File: config.mk
export PLATFORM = sky130hd
export DESIGN_NAME = pmux_prog_ctrl_flat
export DESIGN_NICKNAME = d
export VERILOG_FILES = /design/src/rtl/pmux_prog_ctrl_if.sv /design/src/rtl/pmux_prog_ctrl.sv /design/src/flat_wrapper.sv
export SDC_FILE = /design/constraint.sdc
export NUM_CORES = 1
export LEC_CHECK = 0
export BUFFER_PORTS_ARGS = -buffer_cell sky130_fd_sc_hd__buf_2
export CAP_MARGIN = 20
export CORE_MARGIN = 5
export CORE_UTILIZATION = 25
export CTS_CLUSTER_DIAMETER = 100
export CTS_CLUSTER_SIZE = 30
export DETAILED_ROUTE_END_ITERATION = 10
export SETUP_SLACK_MARGIN = 0.1
export SLEW_MARGIN = 20
export SYNTH_ARGS = -nofsm -noshare
export SYNTH_HDL_FRONTEND = slang
export SYNTH_SLANG_ARGS = --single-unit
File: constraint.sdc
create_clock -name clk -period 2.6 [get_ports clk]
set_input_delay 0.26 -clock clk [delete_from_list [all_inputs] [get_ports clk]]
set_output_delay 0.26 -clock clk [all_outputs]
set_load 0.02 [all_outputs]
File: src/rtl/pmux_prog_ctrl_if.sv
// Byte stream between the configuration source and the pmux programming controller:
// configuration bytes flowing in and readback bytes flowing back out.
interface pmux_prog_ctrl_if;
    logic [7:0] cfg_data;
    logic       cfg_valid;
    logic       cfg_ready;
    logic [7:0] rb_data;
    logic       rb_valid;

    modport master (
        output cfg_data,
        output cfg_valid,
        input  cfg_ready,
        input  rb_data,
        input  rb_valid
    );

    modport slave (
        input  cfg_data,
        input  cfg_valid,
        output cfg_ready,
        output rb_data,
        output rb_valid
    );
endinterface

File: src/rtl/pmux_prog_ctrl.sv
// Serialises configuration bytes into a pmux4 chain using two non-overlapping
// programming clocks, and captures the bits shifted out of the chain as readback.
module pmux_prog_ctrl #(
    parameter int CHAIN_LEN = 16,
    parameter int PULSE_CYC = 2,
    parameter int GAP_CYC   = 1
) (
    input  logic            clk,
    input  logic            rst,
    input  logic            start,
    input  logic            abort,
    output logic            busy,
    output logic            done,
    pmux_prog_ctrl_if.slave cfg,
    output logic            chain_in,
    input  logic            chain_out,
    output logic            prog_clk0,
    output logic            prog_clk1
);
    localparam int NWORDS   = (CHAIN_LEN + 7) / 8;
    localparam int WW       = $clog2(NWORDS + 1);
    localparam int LAST_BIT = (CHAIN_LEN % 8 == 0) ? 7 : (CHAIN_LEN % 8) - 1;
    localparam int CMAX     = (PULSE_CYC > GAP_CYC) ? PULSE_CYC : GAP_CYC;
    localparam int CW       = (CMAX > 1) ? $clog2(CMAX) : 1;

    typedef enum logic [2:0] {IDLE, LOAD, SETUP, PH0, GAP0, PH1, GAP1, DONE} state_t;

    state_t        state_reg, state_next;
    logic [CW-1:0] cyc_cnt_reg;
    logic [2:0]    bit_idx_reg;
    logic [WW-1:0] word_cnt_reg;
    logic [6:0]    shift_reg;
    logic [7:0]    rb_shift_reg;
    logic [7:0]    rb_data_reg;
    logic          rb_valid_reg;
    logic          chain_in_reg;
    logic          clk0_reg;
    logic          clk1_reg;

    logic pulse_end, gap_end, last_bit, last_slot;
    logic load_byte, next_bit, exit_byte;

    assign pulse_end = (cyc_cnt_reg == CW'(PULSE_CYC - 1));
    assign gap_end   = (cyc_cnt_reg == CW'(GAP_CYC - 1));
    assign last_bit  = (bit_idx_reg == 3'd7);
    // word_cnt_reg holds the 1-based number of the byte currently being shifted
    assign last_slot = (word_cnt_reg == WW'(NWORDS)) && (bit_idx_reg == 3'(LAST_BIT));

    always_comb begin
        state_next = state_reg;
        if (abort) begin
            state_next = IDLE;
        end else begin
            case (state_reg)
                IDLE:    if (start) state_next = LOAD;
                LOAD:    if (cfg.cfg_valid) state_next = SETUP;
                SETUP:   state_next = PH0;
                PH0:     if (pulse_end) state_next = GAP0;
                GAP0:    if (gap_end) state_next = PH1;
                PH1:     if (pulse_end) state_next = GAP1;
                GAP1: begin
                    if (gap_end) begin
                        if (last_slot)     state_next = DONE;
                        else if (last_bit) state_next = LOAD;
                        else               state_next = SETUP;
                    end
                end
                DONE:    state_next = IDLE;
                default: state_next = IDLE;
            endcase
        end
    end

    assign load_byte = (state_reg == LOAD) && (state_next == SETUP);
    assign next_bit  = (state_reg == GAP1) && (state_next == SETUP);
    assign exit_byte = (state_reg == GAP1) && ((state_next == LOAD) || (state_next == DONE));

    always_ff @(posedge clk or posedge rst) begin
        if (rst) begin
            state_reg    <= IDLE;
            cyc_cnt_reg  <= '0;
            bit_idx_reg  <= '0;
            word_cnt_reg <= '0;
            shift_reg    <= '0;
            rb_data_reg  <= '0;
            rb_valid_reg <= 1'b0;
            chain_in_reg <= 1'b0;
            clk0_reg     <= 1'b0;
            clk1_reg     <= 1'b0;
        end else begin
            state_reg    <= state_next;
            // Programming clocks come straight from these flops, decoded from the next state
            clk0_reg     <= (state_next == PH0);
            clk1_reg     <= (state_next == PH1);
            rb_valid_reg <= exit_byte;
            if (state_next != state_reg) cyc_cnt_reg <= '0;
            else                         cyc_cnt_reg <= cyc_cnt_reg + 1'b1;

            if (state_reg == IDLE) begin
                bit_idx_reg  <= '0;
                word_cnt_reg <= '0;
            end
            // chain_in only moves on entry to SETUP, after a full clock-low gap
            if (load_byte) begin
                shift_reg    <= cfg.cfg_data[7:1];
                chain_in_reg <= cfg.cfg_data[0];
                bit_idx_reg  <= '0;
                word_cnt_reg <= word_cnt_reg + 1'b1;
            end
            if (next_bit) begin
                shift_reg    <= {1'b0, shift_reg[6:1]};
                chain_in_reg <= shift_reg[0];
                bit_idx_reg  <= bit_idx_reg + 1'b1;
            end
            if (exit_byte) rb_data_reg <= rb_shift_reg;
            if (abort && (state_reg != IDLE)) chain_in_reg <= 1'b0;
        end
    end

    // Readback bits are cleared per byte so a partial final byte reads 0 above its used bits
    generate
        for (genvar gi = 0; gi < 8; gi++) begin : g_rb
            always_ff @(posedge clk or posedge rst) begin
                if (rst)
                    rb_shift_reg[gi] <= 1'b0;
                else if (load_byte)
                    rb_shift_reg[gi] <= 1'b0;
                else if ((state_reg == SETUP) && (bit_idx_reg == 3'(gi)))
                    rb_shift_reg[gi] <= chain_out;
            end
        end
    endgenerate

    assign busy          = (state_reg != IDLE);
    assign done          = (state_reg == DONE);
    assign cfg.cfg_ready = (state_reg == LOAD);
    assign cfg.rb_data   = rb_data_reg;
    assign cfg.rb_valid  = rb_valid_reg;
    assign chain_in      = chain_in_reg;
    assign prog_clk0     = clk0_reg;
    assign prog_clk1     = clk1_reg;
endmodule

File: src/flat_wrapper.sv
// flat-port wrapper written by rule: the top's interface ports become plain ports
module pmux_prog_ctrl_flat 
#(
    parameter int CHAIN_LEN = 16,
    parameter int PULSE_CYC = 2,
    parameter int GAP_CYC   = 1
)
  (clk, rst, start, abort, busy, done, chain_in, chain_out, prog_clk0, prog_clk1, cfg_cfg_data, cfg_cfg_valid, cfg_cfg_ready, cfg_rb_data, cfg_rb_valid);
  pmux_prog_ctrl_if cfg_i ();
  input  logic clk;
  input  logic rst;
  input  logic start;
  input  logic abort;
  output logic busy;
  output logic done;
  output logic chain_in;
  input  logic chain_out;
  output logic prog_clk0;
  output logic prog_clk1;
  input wire logic [$bits(cfg_i.cfg_data)-1:0] cfg_cfg_data;
  input wire logic [$bits(cfg_i.cfg_valid)-1:0] cfg_cfg_valid;
  output wire logic [$bits(cfg_i.cfg_ready)-1:0] cfg_cfg_ready;
  output wire logic [$bits(cfg_i.rb_data)-1:0] cfg_rb_data;
  output wire logic [$bits(cfg_i.rb_valid)-1:0] cfg_rb_valid;
  assign cfg_i.cfg_data = cfg_cfg_data;
  assign cfg_i.cfg_valid = cfg_cfg_valid;
  assign cfg_cfg_ready = cfg_i.cfg_ready;
  assign cfg_rb_data = cfg_i.rb_data;
  assign cfg_rb_valid = cfg_i.rb_valid;
  pmux_prog_ctrl #(.CHAIN_LEN(CHAIN_LEN), .PULSE_CYC(PULSE_CYC), .GAP_CYC(GAP_CYC)) u_core (.clk(clk), .rst(rst), .start(start), .abort(abort), .busy(busy), .done(done), .cfg(cfg_i), .chain_in(chain_in), .chain_out(chain_out), .prog_clk0(prog_clk0), .prog_clk1(prog_clk1));
endmodule
==> metrics.cfg <==
[outcome]
outcome=finished clean

[drt]
drc=0
drtIter0Drc=100
wl_met1_um=1940
drtPass1Iterations=5
met3_length_um=146
detail_route.wl_per_cell_um=13.4
viasPerCell=4.70
vias=1465
met2_wirelength_um=2030
routed_wl_um=4180
top_signal_layer_used=met4
postRouteAntennaNets=0

[floorplan]
io_pins=29
fp.coreArea_um2=7370
die-area_um2=9500
start_util_pct=26.0
rows=31
die_x_um=97.5
die_h_um=97.5

[cts]
clock_sinks=36
post_cts_resized=0
cts_buffer_depth=2
cts-buffers-inserted=5
post_cts_buffers=0
path_clk_slew_ns=0.07
postCtsHoldBufs=0
htreeDepth=2
clock_latency_ns=0.28
clockRootBuffer=clkbuf_8
cts_tree=built

[setup_path]
r2r_slack_ns=0.43
r2r_cells=7
cp.depth=7
worstPathArrival_ns=2.34
reg2reg_to=u_core.cfg.rb_data[4]
cpMaxStageDelayCell=dfrtp_1
crit_family=simple AND/OR/NAND/NOR gates
critical-path-top-cell-by-count=ha_1
path_cells=ha_1 -> ha_1 -> nand2_1 -> a311o_1 -> nand3_2 -> nand2_2 -> mux2_2
crit_end=u_core.cfg.rb_data[4]
crit_fanout=9
crit_path_max_incr_delay_ns=0.41
cp_num_buf_inv=0
path_class=reg -> reg
crit_start=u_core.bit_idx_reg[0]
reg2reg_from=u_core.bit_idx_reg[0]
endpoint_kind=flop
critPathLaunchType=flop
required_ns=2.77

[logic_synthesis]
syn_nets=205
yosysSeqAreaShare_pct=47.1
synth_top_flop_cell=dfrtp_1
async_reset_ff_share_pct=100
synth_cell_types=48
synthCells=183
yosysWarningCount=0
netlist_area_um2=1910
synth_area_per_cell_um2=10.5
synth_edf_count=0
ys_ff_latch=36

[finish]
nFillCells=796
drive_above_1_share_pct=27.7
diodes=0
final_cell_mix=dfrtp_1 (36), buf_2 (28), nand2_1 (19)
stdcell_area_um2=2250
area_growth_pct=17.8
final_common_cell=dfrtp_1
fin_util_pct=30.6
nets=234

[power_and_ir_drop]
p_per_area_nw_per_um2=762
p_comb_share_pct=25.0
clkPwrFrac_pct=31.2
irDropWorstVdd_uv=232
leakage_nw=1.05
power.internal_w=0.00116
p_switching_w=0.000554
power_frac_seq_pct=43.7
swShare_pct=32.3

[global_routing]
grt_usage_pct=9.54
antenna_found_initial=0
grt_pass1_wl_um=7480
overflow=0
grt_pass1_vias=1560
grt_max_degree=20

[sta]
hold_viol_final=0
skew_ns=0.00268
whs_ns=0.0695
slew_viol_final=0
max_freq_mhz=461
tns_ns=0
period_needed_ns=2.17
tightest_slew_ns=0.692
relSlewSlack_pct=53.8
fin_crit_sh_pct=83.5
setup_violations=0
rsz0062_at_grt=no
layout_setup_ws_ns=0.428

[placement]
port_buffers=28
gp_congestion=0.817
dpl_cell_area_um2=2130
dp_hpwl_um=3090
dp_slack_ns=0.447

[flow_run]
maxCapViolations=0

[hold_path]
hp-class=in -> async

cells by family after synthesis:
kind of cell	synth area share, %
compound gates	18.5
fa+ha+maj	5.23
simple gates	16.7
xor+xnor	0.458
mux	6.80
flops	47.1
buf+inv	5.17
power groups by stage:
stage	combinational (W)	clock (W)	sequential, W
2_1_floorplan	0.000365	0	0.000732
3_3_place_gp	0.000429	0	0.000762
3_5_place_dp	0.000434	0	0.000759
4_1_cts	0.000435	0.000552	0.000749
5_1_grt	0.000487	0.000576	0.000765
6_report	0.000430	0.000536	0.000751
area by class of cell:
type | count | area, µm² | share of cell area (%)
inverter | 11 | 41.3 | 1.83
sequential | 36 | 901 | 40.0
timing repair buffer | 29 | 148 | 6.55
multi-input combinational | 129 | 913 | 40.5
clock inverter | 1 | 30.0 | 1.33
tap | 99 | 124 | 5.50
clock buffer | 7 | 96.3 | 4.28
worst min-delay path by stage:
stage,cells past startpoint,start,to,slack (ns)
floorplan,1,abort,u_core.state_reg[2],0.34
global placement,2,rst,u_core.rb_shift_reg[5],0.40
detailed placement,2,rst,u_core.rb_shift_reg[5],0.41
CTS,2,rst,u_core.rb_shift_reg[5],0.1
global route,2,rst,u_core.rb_shift_reg[5],0.13
finish,2,rst,u_core.rb_shift_reg[5],0.07
Yosys cell counts, types with 4 or more instances:
cell type | n | area [µm²]
a21oi_1 | 10 | 50.1
dfrtp_1 | 36 | 901
ha_1 | 8 | 100
inv_1 | 9 | 33.8
mux2_2 | 8 | 90.1
mux2i_1 | 4 | 40.0
nand2_1 | 19 | 71.3
nand2b_1 | 4 | 25.0
nand3_1 | 9 | 45.0
nor2_1 | 9 | 33.8
o21ai_0 | 13 | 65.1
o22ai_1 | 6 | 37.5
layer usage:
| metal | up-vias | GRT usage [%] |
|---|---|---|
| li1 | 717 | - |
| met5 | - | 0 |
| met1 | 719 | 12.0 |
| met4 | 0 | 3.51 |
| met2 | 24 | 15.8 |
| met3 | 5 | 2.37 |
metrics by stage:
stage,instances,total power (W)
CTS,312,0.00174
global route,312,0.00183
global placement,304,0.00119
finish,312,0.00172
detailed placement,304,0.00119
floorplan,183,0.00110
No activity file was read; power rests on OpenSTA's default activity.
